$ cat src/rtl/npu_win_pkg.sv
// Shared definitions for the NPU window sequencer: state encoding and default sizing.
package npu_win_pkg;

    typedef enum logic [1:0] {
        ST_IDLE = 2'd0,
        ST_LOAD = 2'd1,
        ST_READ = 2'd2,
        ST_DONE = 2'd3
    } win_state_t;

    localparam int WIN_SIZE_DEF = 9;
    localparam int ELEM_W_DEF   = 8;
    localparam int ADDR_W_DEF   = 4;

endpackage

$ cat src/rtl/window_seq_ctrl.sv
// Load/replay sequencer for the 9-entry window register file.
// Optional kernel reuse (replay without reload) is enabled by defining WINSEQ_REUSE_EN.
module window_seq_ctrl
    import npu_win_pkg::*;
#(
    parameter int ELEM_W   = ELEM_W_DEF,
    parameter int WIN_SIZE = WIN_SIZE_DEF,
    parameter int ADDR_W   = ADDR_W_DEF
) (
    input  logic              i_clk,
    input  logic              i_rst,
    input  logic              i_start,
`ifdef WINSEQ_REUSE_EN
    input  logic              i_reuse,
`endif
    input  logic              in_valid,
    input  logic [ELEM_W-1:0] in_data,
    output logic              in_ready,
    output logic              win_wr_en,
    output logic [ADDR_W-1:0] win_wr_addr,
    output logic [ELEM_W-1:0] win_wr_data,
    output logic [ADDR_W-1:0] win_rd_addr,
    input  logic [ELEM_W-1:0] win_rd_data,
    output logic              out_valid,
    output logic [ELEM_W-1:0] out_data,
    output logic              out_last,
    input  logic              out_ready,
    output logic              o_busy,
    output logic              o_done
);

    localparam logic [ADDR_W-1:0] LAST_IDX = ADDR_W'(WIN_SIZE - 1);

    if ((1 << ADDR_W) < WIN_SIZE) begin : g_addr_w_check
        $error("ADDR_W too narrow for WIN_SIZE");
    end

    win_state_t        state, state_nxt;
    logic [ADDR_W-1:0] cnt, cnt_nxt;

    always_ff @(posedge i_clk) begin
        if (i_rst) begin
            state <= ST_IDLE;
            cnt   <= '0;
        end else begin
            state <= state_nxt;
            cnt   <= cnt_nxt;
        end
    end

    always_comb begin
        state_nxt   = state;
        cnt_nxt     = cnt;
        in_ready    = 1'b0;
        win_wr_en   = 1'b0;
        win_wr_addr = '0;
        win_wr_data = in_data;
        win_rd_addr = '0;
        out_valid   = 1'b0;
        out_data    = '0;
        out_last    = 1'b0;
        o_busy      = 1'b0;
        o_done      = 1'b0;

        case (state)
            ST_IDLE: begin
                if (i_start) begin
                    cnt_nxt = '0;
`ifdef WINSEQ_REUSE_EN
                    state_nxt = i_reuse ? ST_READ : ST_LOAD;
`else
                    state_nxt = ST_LOAD;
`endif
                end
            end

            ST_LOAD: begin
                in_ready    = 1'b1;
                o_busy      = 1'b1;
                win_wr_addr = cnt;
                win_wr_en   = in_valid;
                if (in_valid) begin
                    if (cnt == LAST_IDX) begin
                        cnt_nxt   = '0;
                        state_nxt = ST_READ;
                    end else begin
                        cnt_nxt = cnt + 1'b1;
                    end
                end
            end

            // Read data comes straight from the register file; the last write
            // lands on the same edge that enters this state.
            ST_READ: begin
                o_busy      = 1'b1;
                out_valid   = 1'b1;
                win_rd_addr = cnt;
                out_data    = win_rd_data;
                out_last    = (cnt == LAST_IDX);
                if (out_ready) begin
                    cnt_nxt = cnt + 1'b1;
                    if (cnt == LAST_IDX) begin
                        state_nxt = ST_DONE;
                    end
                end
            end

            ST_DONE: begin
                o_done    = 1'b1;
                cnt_nxt   = '0;
                state_nxt = ST_IDLE;
            end

            default: begin
                state_nxt = ST_IDLE;
                cnt_nxt   = '0;
            end
        endcase
    end

endmodule
$ cat config.mk
export PLATFORM = sky130hd
export DESIGN_NAME = window_seq_ctrl
export DESIGN_NICKNAME = d
export VERILOG_FILES = /design/src/rtl/npu_win_pkg.sv /design/src/rtl/window_seq_ctrl.sv
export SDC_FILE = /design/constraint.sdc
export NUM_CORES = 1
export LEC_CHECK = 0
export ABC_AREA = 1
export CORE_ASPECT_RATIO = 1.5
export CORE_MARGIN = 1
export CORE_UTILIZATION = 25
export CTS_CLUSTER_DIAMETER = 80
export DETAILED_ROUTE_END_ITERATION = 7
export SYNTH_ARGS = -nofsm -noshare
export SYNTH_HDL_FRONTEND = slang
export SYNTH_SLANG_ARGS = --single-unit
$ cat constraint.sdc
create_clock -name i_clk -period 1.6 [get_ports i_clk]
set_input_delay 0.16 -clock i_clk [delete_from_list [all_inputs] [get_ports i_clk]]
set_output_delay 0.16 -clock i_clk [all_outputs]
set_load 0.005 [all_outputs]
==> qor.tcl <==
set qor(grt_overflow) 0
set qor(clock_sink_count) 6
set qor(mappedNetlistArea_sq_um) 653.1
set qor(clk-insertion-delay-late_ns) 0.24
set qor(hold_depth) 0
set qor(global_route.usage.total) 0.1261
set qor(power_leakage_uw) 0.0006686
set qor(wl_mm) 1.721
set qor(finalHoldWorstSlack_ns) 0.3200
set qor(detailedPlacementHpwl_mm) 1.348
set qor(p_per_area_nw_per_um2) 1091
set qor(synth_cells) 107
set qor(post_synth.cell_area_avg_sq_um) 6.104
set qor(drive_above_1_share) 0.2260
set qor(grt_start_max_net_pins) 8
set qor(dieHeight_um) 64.60
set qor(setup_tns_ns) 0
set qor(postRouteAntennaNets) 0
set qor(placementRows) 22
set qor(reg2reg_slack_ns) 0.14
set qor(r2r_cells) 10
set qor(crit_path_end_kind) {output port}
set qor(htree_levels) 1
set qor(timing.critical_path.from_type) {flop}
set qor(drtPass1Iterations) 7
set qor(violations) {DRC}
set qor(area_growth_pct) 69.35
set qor(final_cell_count_no_fill) 170
set qor(yosysUniqueCellTypes) 20
set qor(drc) 8
set qor(fin_skew_ns) 0.002491
set qor(grt_first_pass_wirelength_mm) 2.677
set qor(synth.net_count) 134
set qor(placeableCoreArea_sq_um) 2450
set qor(die_w_um) 43.74
set qor(tritoncts_clock_tree) {done}
set qor(fp.dieArea_sq_um) 2825
set qor(worstHoldPathType) {input pin to output port}
set qor(clk_pin_slew_ns) 0.04
set qor(worst_pin_slew_ns) 0.2235
set qor(placed_cells_incl_taps) 160
set qor(drt-wirelength-per-cell_um) 10.12
set qor(final_nets) 175
set qor(place.gp.congestion) 0.7250
set qor(outcome) {complete, but fails checks}
set qor(timing.max_cap.violations) 0
set qor(grt_antenna_before_repair) 0
set qor(grt_setup_unrepaired) {no}
set qor(grt_pass1_vias) 644
set qor(synth_sequential_area_ratio) 0.1839
set qor(post-route-min-period_ns) 1.546
set qor(slew_violations) 0
set qor(timing.critical_path.fanout_max) 7
set qor(start_util) 0.2666
set qor(ys.warnings.count) 0
set qor(initialDrtViolationCount) 19
set qor(cts_root_buffer) {sky130_fd_sc_hd__clkbuf_4}
set qor(slew_headroom) 0.8508
set qor(clockBufferDepth) 2
set qor(power.ir.vdd_worst_v) 0.0006542
set qor(fin_crit_sh) 0.9659
set qor(finalPower_uw) 1207
set qor(cts_buffers) 3
set qor(detailroute.via_count) 716
set qor(max_freq_mhz) 647.0
set qor(antenna-diode-count) 0
set qor(buffer_ports.inserted) 34
set qor(route.detailed.vias_per_inst) 4.212
set qor(setup_viol_count_final) 0
set qor(worst-endpoint-arrival_ns) 1.39
set qor(critical_path_class) {flop to output port}
set qor(synth.ff_latch_count) 6
set qor(io-pin-count) 51
set qor(cp.required_ns) 1.44
set qor(timing_hold_violations_final) 0
kinds of logic (layout without fill, tap and decap cells):
group / after synthesis / count (layout) / share of synthesized area
AO/OA/AOI/OAI: 9 / 9 / 0.06895
adder cells (fa/ha/maj): 6 / 6 / 0.1149
buffers and inverters: 41 / 80 / 0.2950
flip-flops: 6 / 6 / 0.1839
AND/OR/NAND/NOR: 45 / 45 / 0.3372
through the flow:
| step | worst slack (ns) | area [sq um] | utilization |
|---|---|---|---|
| after CTS | 0.006147 | 1090 | 0.4448 |
| after global placement | 0.04081 | 997.2 | 0.4070 |
| after global routing | 0.008057 | 1106 | 0.4515 |
| after detailed placement | 0.02788 | 997.2 | 0.4070 |
| final | 0.05449 | 1106 | 0.4515 |
| after floorplan | 0.2917 | 653.1 | - |
synth_stat cells:
master | n | area (sq um)
sky130_fd_sc_hd__a21oi_1 | 5 | 25.02
sky130_fd_sc_hd__buf_2 | 1 | 5.000
sky130_fd_sc_hd__buf_4 | 8 | 60.06
sky130_fd_sc_hd__buf_6 | 1 | 11.26
sky130_fd_sc_hd__dfxtp_1 | 6 | 120.1
sky130_fd_sc_hd__ha_1 | 6 | 75.07
sky130_fd_sc_hd__inv_1 | 28 | 105.1
sky130_fd_sc_hd__inv_2 | 3 | 11.26
sky130_fd_sc_hd__nand2_1 | 27 | 101.4
sky130_fd_sc_hd__nand2_2 | 3 | 18.77
sky130_fd_sc_hd__nand2_4 | 1 | 11.26
sky130_fd_sc_hd__nand3_1 | 3 | 15.01
sky130_fd_sc_hd__nand3_2 | 1 | 10.01
sky130_fd_sc_hd__nand3_4 | 1 | 17.52
sky130_fd_sc_hd__nand4_1 | 1 | 6.260
sky130_fd_sc_hd__nor2_1 | 6 | 22.52
sky130_fd_sc_hd__nor2_4 | 1 | 11.26
sky130_fd_sc_hd__o21ai_0 | 1 | 5.000
sky130_fd_sc_hd__o21ai_1 | 3 | 15.01
sky130_fd_sc_hd__or2_2 | 1 | 6.260
final cells by class:
| type | instances | area (sq um) |
|---|---|---|
| Sequential cell | 6 | 127.6 |
| Inverter | 31 | 121.4 |
| Fill cell | 252 | 1344 |
| Timing Repair Buffer | 46 | 426.7 |
| Tap cell | 24 | 30.03 |
| Multi-Input combinational cell | 60 | 377.9 |
| Clock buffer | 3 | 22.52 |
flip-flops by register name, summed over array words and instances (netlist names):
name / cells
state: 2
cnt: 4
power by group:
part	switching [uW]	internal, uW
logic	412	438
registers	33.8	189
clock network	49.1	84.5
critical path, stage by stage, from the launching register on:
cell and delay (ns):
sky130_fd_sc_hd__dfxtp_4 0.37, sky130_fd_sc_hd__buf_4 0.12, sky130_fd_sc_hd__ha_4 0.15, sky130_fd_sc_hd__clkdlybuf4s50_1 0.51
repair_timing:
item,CTS,global route
hold buffers,0,0
resized for setup,39,1
buffers inserted,5,2
setup endpoints to repair,21,4
pin swaps,2,1
cell usage in the layout, fill, tap and decap left out:
master	instances
sky130_fd_sc_hd__buf_12	1
sky130_fd_sc_hd__ha_4	3
sky130_fd_sc_hd__o21ai_0	1
sky130_fd_sc_hd__ha_1	3
sky130_fd_sc_hd__nand3_4	1
sky130_fd_sc_hd__inv_1	26
sky130_fd_sc_hd__nand3_1	3
sky130_fd_sc_hd__inv_2	3
sky130_fd_sc_hd__a21oi_1	5
sky130_fd_sc_hd__nor2_1	6
sky130_fd_sc_hd__clkdlybuf4s50_1	14
sky130_fd_sc_hd__dfxtp_1	4
sky130_fd_sc_hd__dfxtp_4	2
sky130_fd_sc_hd__o21ai_1	3
sky130_fd_sc_hd__clkdlybuf4s15_1	7
sky130_fd_sc_hd__nand2_4	1
sky130_fd_sc_hd__nand3_2	1
sky130_fd_sc_hd__buf_4	11
sky130_fd_sc_hd__inv_4	2
sky130_fd_sc_hd__dlygate4sd2_1	13
sky130_fd_sc_hd__nand4_1	1
sky130_fd_sc_hd__clkbuf_4	3
sky130_fd_sc_hd__nor2_4	1
sky130_fd_sc_hd__nand2_2	3
sky130_fd_sc_hd__nand2_1	27
sky130_fd_sc_hd__or2_2	1
worst paths after layout:
| path | from | end |
|---|---|---|
| worst max register to register | state[0]$_SDFFE_PP0P_ | state[0]$_SDFFE_PP0P_ |
| worst min-delay path | in_data[2] | win_wr_data[2] |
| worst max-delay path | state[0]$_SDFFE_PP0P_ | in_ready |
| worst min register to register | cnt[0]$_SDFFE_PP0P_ | cnt[0]$_SDFFE_PP0P_ |
metal layers:
| metal | part of all wire | GRT usage | wire, um |
|---|---|---|---|
| met4 | 0.0023 | 0.05469 | 4 |
| met1 | 0.32 | 0.1023 | 551 |
| met3 | 0.081 | 0.01114 | 140 |
| met2 | 0.60 | 0.2743 | 1025 |
| met5 | 0 | 0 | 0 |
(Power assumes the default switching activity.)
